**config.mk**
```make
export PLATFORM = sky130hd
export DESIGN_NAME = sseg_disp_arbiter
export DESIGN_NICKNAME = d
export VERILOG_FILES = /design/src/rtl/sseg_arb_pkg.sv /design/src/rtl/sseg_disp_arbiter_rr_pick.sv /design/src/rtl/sseg_disp_arbiter.sv
export SDC_FILE = /design/constraint.sdc
export NUM_CORES = 1
export LEC_CHECK = 0
export BUFFER_PORTS_ARGS = -buffer_cell sky130_fd_sc_hd__buf_4
export CAP_MARGIN = 20
export CORE_ASPECT_RATIO = 0.5
export CORE_MARGIN = 3
export CORE_UTILIZATION = 40
export CTS_BUF_LIST = sky130_fd_sc_hd__clkbuf_16
export DETAILED_ROUTE_END_ITERATION = 6
export SLEW_MARGIN = 10
export SYNTH_ARGS = -nofsm -noshare
export SYNTH_HDL_FRONTEND = slang
export SYNTH_SLANG_ARGS = --single-unit
```
**constraint.sdc**
```tcl
create_clock -name clk -period 4.4 [get_ports clk]
set_clock_uncertainty 0.05 [all_clocks]
set_input_delay 0.66 -clock clk [delete_from_list [all_inputs] [get_ports clk]]
set_output_delay 0.66 -clock clk [all_outputs]
set_load 0.1 [all_outputs]
```
**src/rtl/sseg_arb_pkg.sv**
```systemverilog
// Shared types and constants for the seven-segment display arbiter.
//   arb_state_t : arbiter FSM states (IDLE, OWN)
//   DIGITS      : digits per display word
//   DIGIT_W     : bits per hex digit
//   WORD_W      : bits per display word
//   disp_word_t : one packed display word, digit 0 in the low nibble
package sseg_arb_pkg;

  typedef enum logic {
    IDLE = 1'b0,
    OWN  = 1'b1
  } arb_state_t;

  localparam int unsigned DIGITS  = 4;
  localparam int unsigned DIGIT_W = 4;
  localparam int unsigned WORD_W  = DIGITS * DIGIT_W;

  typedef logic [WORD_W-1:0] disp_word_t;

endpackage

```
**src/rtl/sseg_disp_arbiter_rr_pick.sv**
```systemverilog
// Combinational round-robin picker.
// Finds the first request that is set and not excluded, searching upward
// from ptr and wrapping around modulo N.
//   req   : request lines
//   ptr   : search start index (must be < N)
//   excl  : requests to ignore (e.g. the current owner)
//   found : some eligible request exists
//   idx   : index of the picked request (0 when nothing found)
module rr_pick #(
  parameter int unsigned N     = 4,
  parameter int unsigned PTR_W = 2
) (
  input  logic [N-1:0]     req,
  input  logic [PTR_W-1:0] ptr,
  input  logic [N-1:0]     excl,
  output logic             found,
  output logic [PTR_W-1:0] idx
);

  logic [N-1:0]   cand;
  logic [2*N-1:0] dbl;
  logic [N-1:0]   rot;
  int unsigned    pos;

  always_comb begin
    found = 1'b0;
    idx   = '0;
    pos   = 0;
    cand  = req & ~excl;
    // Rotating right by ptr puts the search start at bit 0, so the
    // lowest set bit of rot is the round-robin winner.
    dbl   = {cand, cand} >> ptr;
    rot   = dbl[N-1:0];
    for (int k = 0; k < N; k++) begin
      if (!found && rot[k]) begin
        found = 1'b1;
        pos   = (int'(ptr) + k) % N;
        idx   = PTR_W'(pos);
      end
    end
  end

endmodule

```
**src/rtl/sseg_disp_arbiter.sv**
```systemverilog
// Round-robin arbiter sharing one 4-digit seven-segment display between
// NUM_REQ requesters, with a minimum-hold timer so ownership cannot thrash.
// An owner that drops its request is released immediately; a competing
// request only wins once the owner has held the display for HOLD_TICKS ticks.
//
// Ports:
//   clk        : system clock
//   reset      : synchronous, active-high reset
//   req        : level-sensitive request lines, one per requester
//   data       : packed display words, requester i uses data[16i+15:16i]
//   grant      : registered one-hot grant (zero when idle)
//   owner      : index of current owner, valid while busy
//   busy       : a grant is active
//   switch_p   : one-cycle pulse on every new grant
//   hex0..hex3 : registered digits to the display mux
//
// Build option: define SSEG_OWNER_TAG_EN to show the owner index on hex3
// instead of digit 3 of the owner's word.
//
// State | meaning
// ------+---------------------------------------------------------------
// IDLE  | no grant; arbitrate among requests from the RR pointer
// OWN   | one requester owns the display; hex tracks its word, hold runs
module sseg_disp_arbiter
  import sseg_arb_pkg::*;
#(
  parameter int unsigned NUM_REQ    = 4,
  parameter int unsigned TICK_FINAL = 99999,
  parameter int unsigned HOLD_TICKS = 1000,
  parameter int unsigned TICK_WIDTH = 17,
  parameter int unsigned HOLD_WIDTH = 10
) (
  input  logic                        clk,
  input  logic                        reset,
  input  logic [NUM_REQ-1:0]          req,
  input  logic [WORD_W*NUM_REQ-1:0]   data,
  output logic [NUM_REQ-1:0]          grant,
  output logic [$clog2(NUM_REQ)-1:0]  owner,
  output logic                        busy,
  output logic                        switch_p,
  output logic [DIGIT_W-1:0]          hex0,
  output logic [DIGIT_W-1:0]          hex1,
  output logic [DIGIT_W-1:0]          hex2,
  output logic [DIGIT_W-1:0]          hex3
);

  localparam int unsigned PTR_W = $clog2(NUM_REQ);

  arb_state_t             state_q, state_d;
  logic [NUM_REQ-1:0]     grant_q, grant_d;
  logic [PTR_W-1:0]       owner_q, owner_d;
  logic [PTR_W-1:0]       ptr_q, ptr_d;
  logic                   switch_q, switch_d;
  logic [TICK_WIDTH-1:0]  presc_q, presc_d;
  logic [HOLD_WIDTH-1:0]  hold_q, hold_d;
  disp_word_t             hex_q, hex_d;

  logic                   pick_found;
  logic [PTR_W-1:0]       pick_idx;
  disp_word_t             owner_word;
  logic                   owner_req;
  logic                   tick;
  logic                   hold_exp;
  logic                   take;

  // grant_q is zero in IDLE and the owner's one-hot in OWN, so it doubles
  // as the exclusion mask for both uses of the picker.
  rr_pick #(
    .N     (NUM_REQ),
    .PTR_W (PTR_W)
  ) u_rr_pick (
    .req   (req),
    .ptr   (ptr_q),
    .excl  (grant_q),
    .found (pick_found),
    .idx   (pick_idx)
  );

  assign owner_word = data[WORD_W*int'(owner_q) +: WORD_W];
  assign owner_req  = |(req & grant_q);
  assign tick       = (presc_q == TICK_WIDTH'(TICK_FINAL));
  assign hold_exp   = (hold_q == HOLD_WIDTH'(HOLD_TICKS));

  always_comb begin
    state_d  = state_q;
    grant_d  = grant_q;
    owner_d  = owner_q;
    ptr_d    = ptr_q;
    switch_d = 1'b0;
    presc_d  = presc_q;
    hold_d   = hold_q;
    hex_d    = hex_q;
    take     = 1'b0;

    case (state_q)
      IDLE: begin
        if (pick_found) begin
          take = 1'b1;
        end
      end
      OWN: begin
        for (int d = 0; d < DIGITS; d++) begin
          hex_d[d*DIGIT_W +: DIGIT_W] = owner_word[d*DIGIT_W +: DIGIT_W];
        end
`ifdef SSEG_OWNER_TAG_EN
        hex_d[(DIGITS-1)*DIGIT_W +: DIGIT_W] = DIGIT_W'(owner_q);
`endif
        if (tick) begin
          presc_d = '0;
          if (!hold_exp) begin
            hold_d = hold_q + 1'b1;
          end
        end else begin
          presc_d = presc_q + 1'b1;
        end

        // Owner release beats hold expiry, so a drop on the expiry cycle
        // produces a single switch.
        if (!owner_req) begin
          if (pick_found) begin
            take = 1'b1;
          end else begin
            state_d = IDLE;
            grant_d = '0;
            presc_d = '0;
            hold_d  = '0;
          end
        end else if (hold_exp && pick_found) begin
          take = 1'b1;
        end
      end
    endcase

    if (take) begin
      state_d  = OWN;
      grant_d  = {{(NUM_REQ-1){1'b0}}, 1'b1} << pick_idx;
      owner_d  = pick_idx;
      switch_d = 1'b1;
      ptr_d    = (pick_idx == PTR_W'(NUM_REQ-1)) ? '0 : pick_idx + 1'b1;
      presc_d  = '0;
      hold_d   = '0;
    end
  end

  always_ff @(posedge clk) begin
    if (reset) begin
      state_q  <= IDLE;
      grant_q  <= '0;
      owner_q  <= '0;
      ptr_q    <= '0;
      switch_q <= 1'b0;
      presc_q  <= '0;
      hold_q   <= '0;
      hex_q    <= '0;
    end else begin
      state_q  <= state_d;
      grant_q  <= grant_d;
      owner_q  <= owner_d;
      ptr_q    <= ptr_d;
      switch_q <= switch_d;
      presc_q  <= presc_d;
      hold_q   <= hold_d;
      hex_q    <= hex_d;
    end
  end

  assign grant    = grant_q;
  assign owner    = owner_q;
  assign busy     = |grant_q;
  assign switch_p = switch_q;
  assign hex0     = hex_q[0*DIGIT_W +: DIGIT_W];
  assign hex1     = hex_q[1*DIGIT_W +: DIGIT_W];
  assign hex2     = hex_q[2*DIGIT_W +: DIGIT_W];
  assign hex3     = hex_q[3*DIGIT_W +: DIGIT_W];

endmodule
```
# --- After elaboration in Yosys (flattened, before gate mapping) ---
# Index checks and enable logic that the tools add are counted.
word_totals:
  word_cells: 66
  out_inout_bits: 24
  reg_bits: 53
classes:
  n_reduce_logical: 12
  eq_ne: 5
  shifts: 3
  bitwise_logic: 4
  add_sub_neg: 6
  n_mux: 28
ops:
  columns: ["operator", "n"]
  rows:
  - ["$shiftx 64x7->16", 1]
  - ["$mux 17", 3]
  - ["$mux 10", 4]
  - ["$add 17x1->17 const B", 1]
  - ["$eq 17x17->1 const B", 1]
  - ["$mux 4", 4]
  - ["$mux 1", 11]
  - ["$add 10x1->10 const B", 1]
  - ["$eq 10x10->1 const B", 1]
  - ["$mux 2", 5]
  - ["$and 4x4->4", 2]
  - ["$reduce_or 4->1", 2]
  - ["$shr 8x2->4", 1]
  - ["$add 2x1->2 const B", 2]
  - ["$add 2x2->2 const B", 2]
  - ["$logic_and 1x1->1", 4]
  - ["$ne 2x1->1 const B", 2]
  - ["$not 4->4", 1]
  - ["$shl 1x2->4 const A", 1]
  - ["$logic_not 1->1", 3]
  - ["$reduce_and 3->1", 1]
  - ["$eq 2x2->1 const B", 1]
  - ["$pmux 1 s2", 1]
  - ["$reduce_bool 2->1", 1]
  - ["2 further kinds", 2]

# --- Logic depth before layout (Yosys ltp) ---
logic_depth:
  ltp_word: 19
  ltp_mapped: 8
  mapped_depth_nobuf: 7

# --- Cells and area by module ---
# A second synthesis with hierarchy kept.
hier_totals:
  hier_cells: 323
  hier_area_um2: 2987.9
by_module_without_submodules:
  columns: ["mod", "cells_each", "area_each_um2", "instances", "seq_area_each_um2"]
  rows:
  - ["sseg_disp_arbiter", 305, 2881.5, 1, 1061.0]
  - ["rr_pick", 18, 106.4, 1, 0.0]

# --- Least setup slack after synthesis ---
# No wires, ideal clock.
synth_path:
  kind: "register to output"
  startpoint: "register grant_q[2] (netlist: grant[2])"
  endpoint: "output busy"
  t_required_ns: 3.690
  arrival_time_ns: 1.824
  setup_slack_ns: 1.866
  stages_incl_launch_ff: 2
  cell_sequence: "dfxtp_1 -> or4_1"
synth_between:
  elab_chain_len: 1
synth_lines:
  columns: ["element", "line", "source"]
  rows:
  - ["start, declared", "sseg_disp_arbiter.sv:50", "logic [NUM_REQ-1:0] grant_q, grant_d;"]
  - ["start signal, assigned", "sseg_disp_arbiter.sv:157", "grant_q <= grant_d;"]
  - ["$reduce_or 4->1", "sseg_disp_arbiter.sv:169", "assign busy = |grant_q;"]
  - ["end, declared", "sseg_disp_arbiter.sv:39", "output logic busy,"]
# No other way between the ends.

# --- Final worst setup path ---
layout_path:
  startpoint: "register presc_q[0]"
  endpoint: "register hold_q[8]"
layout_between:
  elab_chain_len: 4
layout_lines:
  columns: ["element", "line", "source"]
  rows:
  - ["start, declared", "sseg_disp_arbiter.sv:54", "logic [TICK_WIDTH-1:0] presc_q, presc_d;"]
  - ["start signal, assigned", "sseg_disp_arbiter.sv:161", "presc_q <= presc_d;"]
  - ["$eq 17x17->1 (*)", "sseg_disp_arbiter.sv:81", "assign tick = (presc_q == TICK_WIDTH'(TICK_FINAL));"]
  - ["$mux 10 (*)", "sseg_disp_arbiter.sv:108", "if (tick) begin"]
  - ["$mux 10", "sseg_disp_arbiter.sv:120", "if (pick_found) begin"]
  - ["$mux 10 (*)", "sseg_disp_arbiter.sv:119", "if (!owner_req) begin"]
  - ["end signal, assigned", "sseg_disp_arbiter.sv:162", "hold_q <= hold_d;"]
  - ["end, declared", "sseg_disp_arbiter.sv:55", "logic [HOLD_WIDTH-1:0] hold_q, hold_d;"]
# Every way passes the cells marked *; elsewhere a longest branch is shown, timed or not.
# A chain may end at the register's enable or synchronous reset.

==> run summary <==
CTS Buffer Depth = 2
Final Hold Viols = 0
Die ar. = 0.008975 mm^2
Final setup violation count = 0
Layout Nets = 485
Avg Cell Area, Syn = 9.471 um^2
DRC = 0
Synthesis-to-layout area growth = 29.86%
Max-slew violations = 0
CTS H-tree depth = 2
Vias in the first global route = 2838
Setup TNS = 0 ns
Distinct cells, synth = 56
DR pass1 iterations = 4
NetSw = 0.8631 mW
DR iter-0 viols = 156
WS Path Type = register to register
CTS buffer count = 5
Hold_buf cts = 0
Critical Path Sink = hold_q[8]
Largest net degree at the start of global routing = 36
Post-synthesis register bit count = 53
R2R setup slack = 1.66 ns
DP Cell Count = 508
Status = finished clean
Max_cap viols = 0
CP Cell Sequence = ha_1 -> and4_1 -> nand4_1 -> buf_4 -> or4_1 -> a31oi_1
Syn Inst Count = 330
Chip width = 131.0 um
Main synth FF type = dfxtp_1
Crit path required time = 4.57 ns
Worst VDD drop = 0.2687 mV
Initial antenna violation count = 0
DRT Wirelength = 7.970 mm
Grt total ovfl = 0
Max Fclk = 0.3651 GHz
Worst skew pair latency = 0.29 ns
Post-CTS setup buffer count = 0
Worst reg2reg path endpoint = hold_q[8]
YS warnings = 0
Fillers = 682
Switching share of power = 0.4347
Post-CTS sizing = 0
Rel. slew slack = 0.4856
RR Startpoint = presc_q[0]
Mapped Nets = 407
Vias = 2971
Initial Utilization = 0.4190
Clock power frac = 0.221
R2R cell count = 6
Ant. Diodes = 0
Comb pwr share = 0.466
Most frequent cells in the layout = buf_4 (97), dfxtp_1 (52), nor2_1 (24)
Drt wl/cell = 15.42 um
TritonCTS clock tree = yes
Die H = 68.51 um
Async SR Flop Fraction = 0
Crit path DAT = 2.91 ns
Fin cells = 517
CP delay by family, top = simple AND/OR/NAND/NOR gates
Worst Setup End Kind = register
Global-route wire length before repair = 13.00 mm
Unrepaired setup endpoints after global routing = false
CP Max Fanout = 35
Rows = 22
PD cells = 489.2 mW/mm^2
Crit path buffers/inverters = 1
CTS Root Buffer Type = clkbuf_16
Lkg Pwr = 1.567 nW
Antenna-violating nets left = 0
Crit start category = register
Worst slew pin tran = 0.7717 ns
Final period util = 0.6224
Placer congestion estimate = 0.8532
Core Area = 0.007460 mm^2
Final Critical Period = 2.739 ns
Slowest library cell on the worst path = or4_1
HPWL after detailed placement = 5.820 mm
# IOs = 94
Crit. Startpoint = presc_q[0]
GRT Total Usage = 0.1797
Clock Sinks = 53
Sequential share of power = 0.313
CP Depth = 6
Share of cells above drive strength 1 = 0.3130
Hold Path Class = register to register
Seq/Total Area, Yosys = 0.3395
Clock-pin slew on the worst setup and hold paths = 0.07 ns
Post-DR vias/cell = 5.747
Count of input and output buffers = 93
Int Pwr = 1.123 mW
Slowest cell delay on critical path = 0.52 ns
Most common cell after layout, fill and taps aside = buf_4
Number of synthesized flops with an enable pin = 0
Synth Cell Area = 0.003125 mm^2
[cell usage after synthesis (10+ instances only)]
cell,instances,area [um^2]
buf_2,10,50.05
or4_1,12,90.09
inv_1,13,48.80
mux4_2,16,360.4
dfxtp_1,53,1061
clkbuf_1,13,48.80
nor2_1,24,90.09
a21oi_1,13,65.06
nand2_1,12,45.04
nand2b_1,12,75.07
mux2i_1,16,160.2
nand3_1,14,70.07
nand4_1,13,81.33
a31oi_1,14,87.58
[registers in the layout, summed over array words and instances, names as in the netlist]
signal / count
hex_q: 16
hold_q: 10
switch_p: 1
owner: 2
grant: 4
ptr_q: 2
state_q: 1
presc_q: 17
[worst min-delay path by stage]
stage | from | slack (ns) | cells after the start | to
finish | hex_q[4] | 0.44 | 2 | hex_q[4]
global route | hold_q[5] | 0.47 | 2 | hold_q[5]
floorplan | presc_q[16] | 0.40 | 1 | presc_q[16]
CTS | ptr_q[0] | 0.44 | 2 | ptr_q[0]
detailed placement | hex_q[4] | 0.43 | 2 | hex_q[4]
global placement | hex_q[3] | 0.43 | 2 | hex_q[3]
[power groups by stage]
stage	Sequential [mW]	Combinational, mW	Clock, mW
after floorplan	0.928	0.403	0
after global placement	0.646	0.878	0
after detailed placement	0.651	0.889	0
after CTS	0.641	0.894	0.447
after global routing	0.636	0.972	0.469
final	0.621	0.926	0.439
[metal layers]
| metal | routed length [um] | track usage |
|---|---|---|
| met5 | 0 | 0 |
| met4 | 38 | 0.03846 |
| met3 | 538 | 0.05077 |
| met2 | 3907 | 0.3169 |
| met1 | 3486 | 0.2226 |
[worst min-delay path: stages, from the launching register on]
cell and delay (ns):
dfxtp_1 0.32, mux2i_1 0.07, nor2_1 0.07
[area by class of cell]
class	count	area, um^2	area share
well taps	108	135.1	0.03329
flip-flops and latches	53	1062	0.2617
clock inverters	3	37.54	0.009248
clock buffers	5	125.1	0.03083
inverters	14	52.55	0.01295
multi-input cells	236	1891	0.4658
repair buffers	98	755.7	0.1862
[stage by stage]
stage               power, mW  setup WS, ns  utilization  hold WS [ns]  area, um^2
global route            2.077         1.505       0.5441        0.4724        4059
finish                  1.986         1.661       0.5441        0.4447        4059
CTS                     1.982         1.687       0.5404        0.4443        4031
detailed placement      1.539         1.703       0.5186        0.4328        3869
global placement        1.524         1.813       0.5176        0.4252        3861
floorplan               1.332         1.866            -        0.3980        3126
[logic make-up after synthesis]
group | after synthesis | share of synthesized area
AO/OA/AOI/OAI | 77 | 0.1785
XOR/XNOR | 1 | 0.002803
adder cells (fa/ha/maj) | 7 | 0.02802
buffers and inverters | 41 | 0.05565
flip-flops | 53 | 0.3395
multiplexers | 32 | 0.1665
AND/OR/NAND/NOR | 119 | 0.2290
Note: power is estimated with default switching activity, not from simulation.
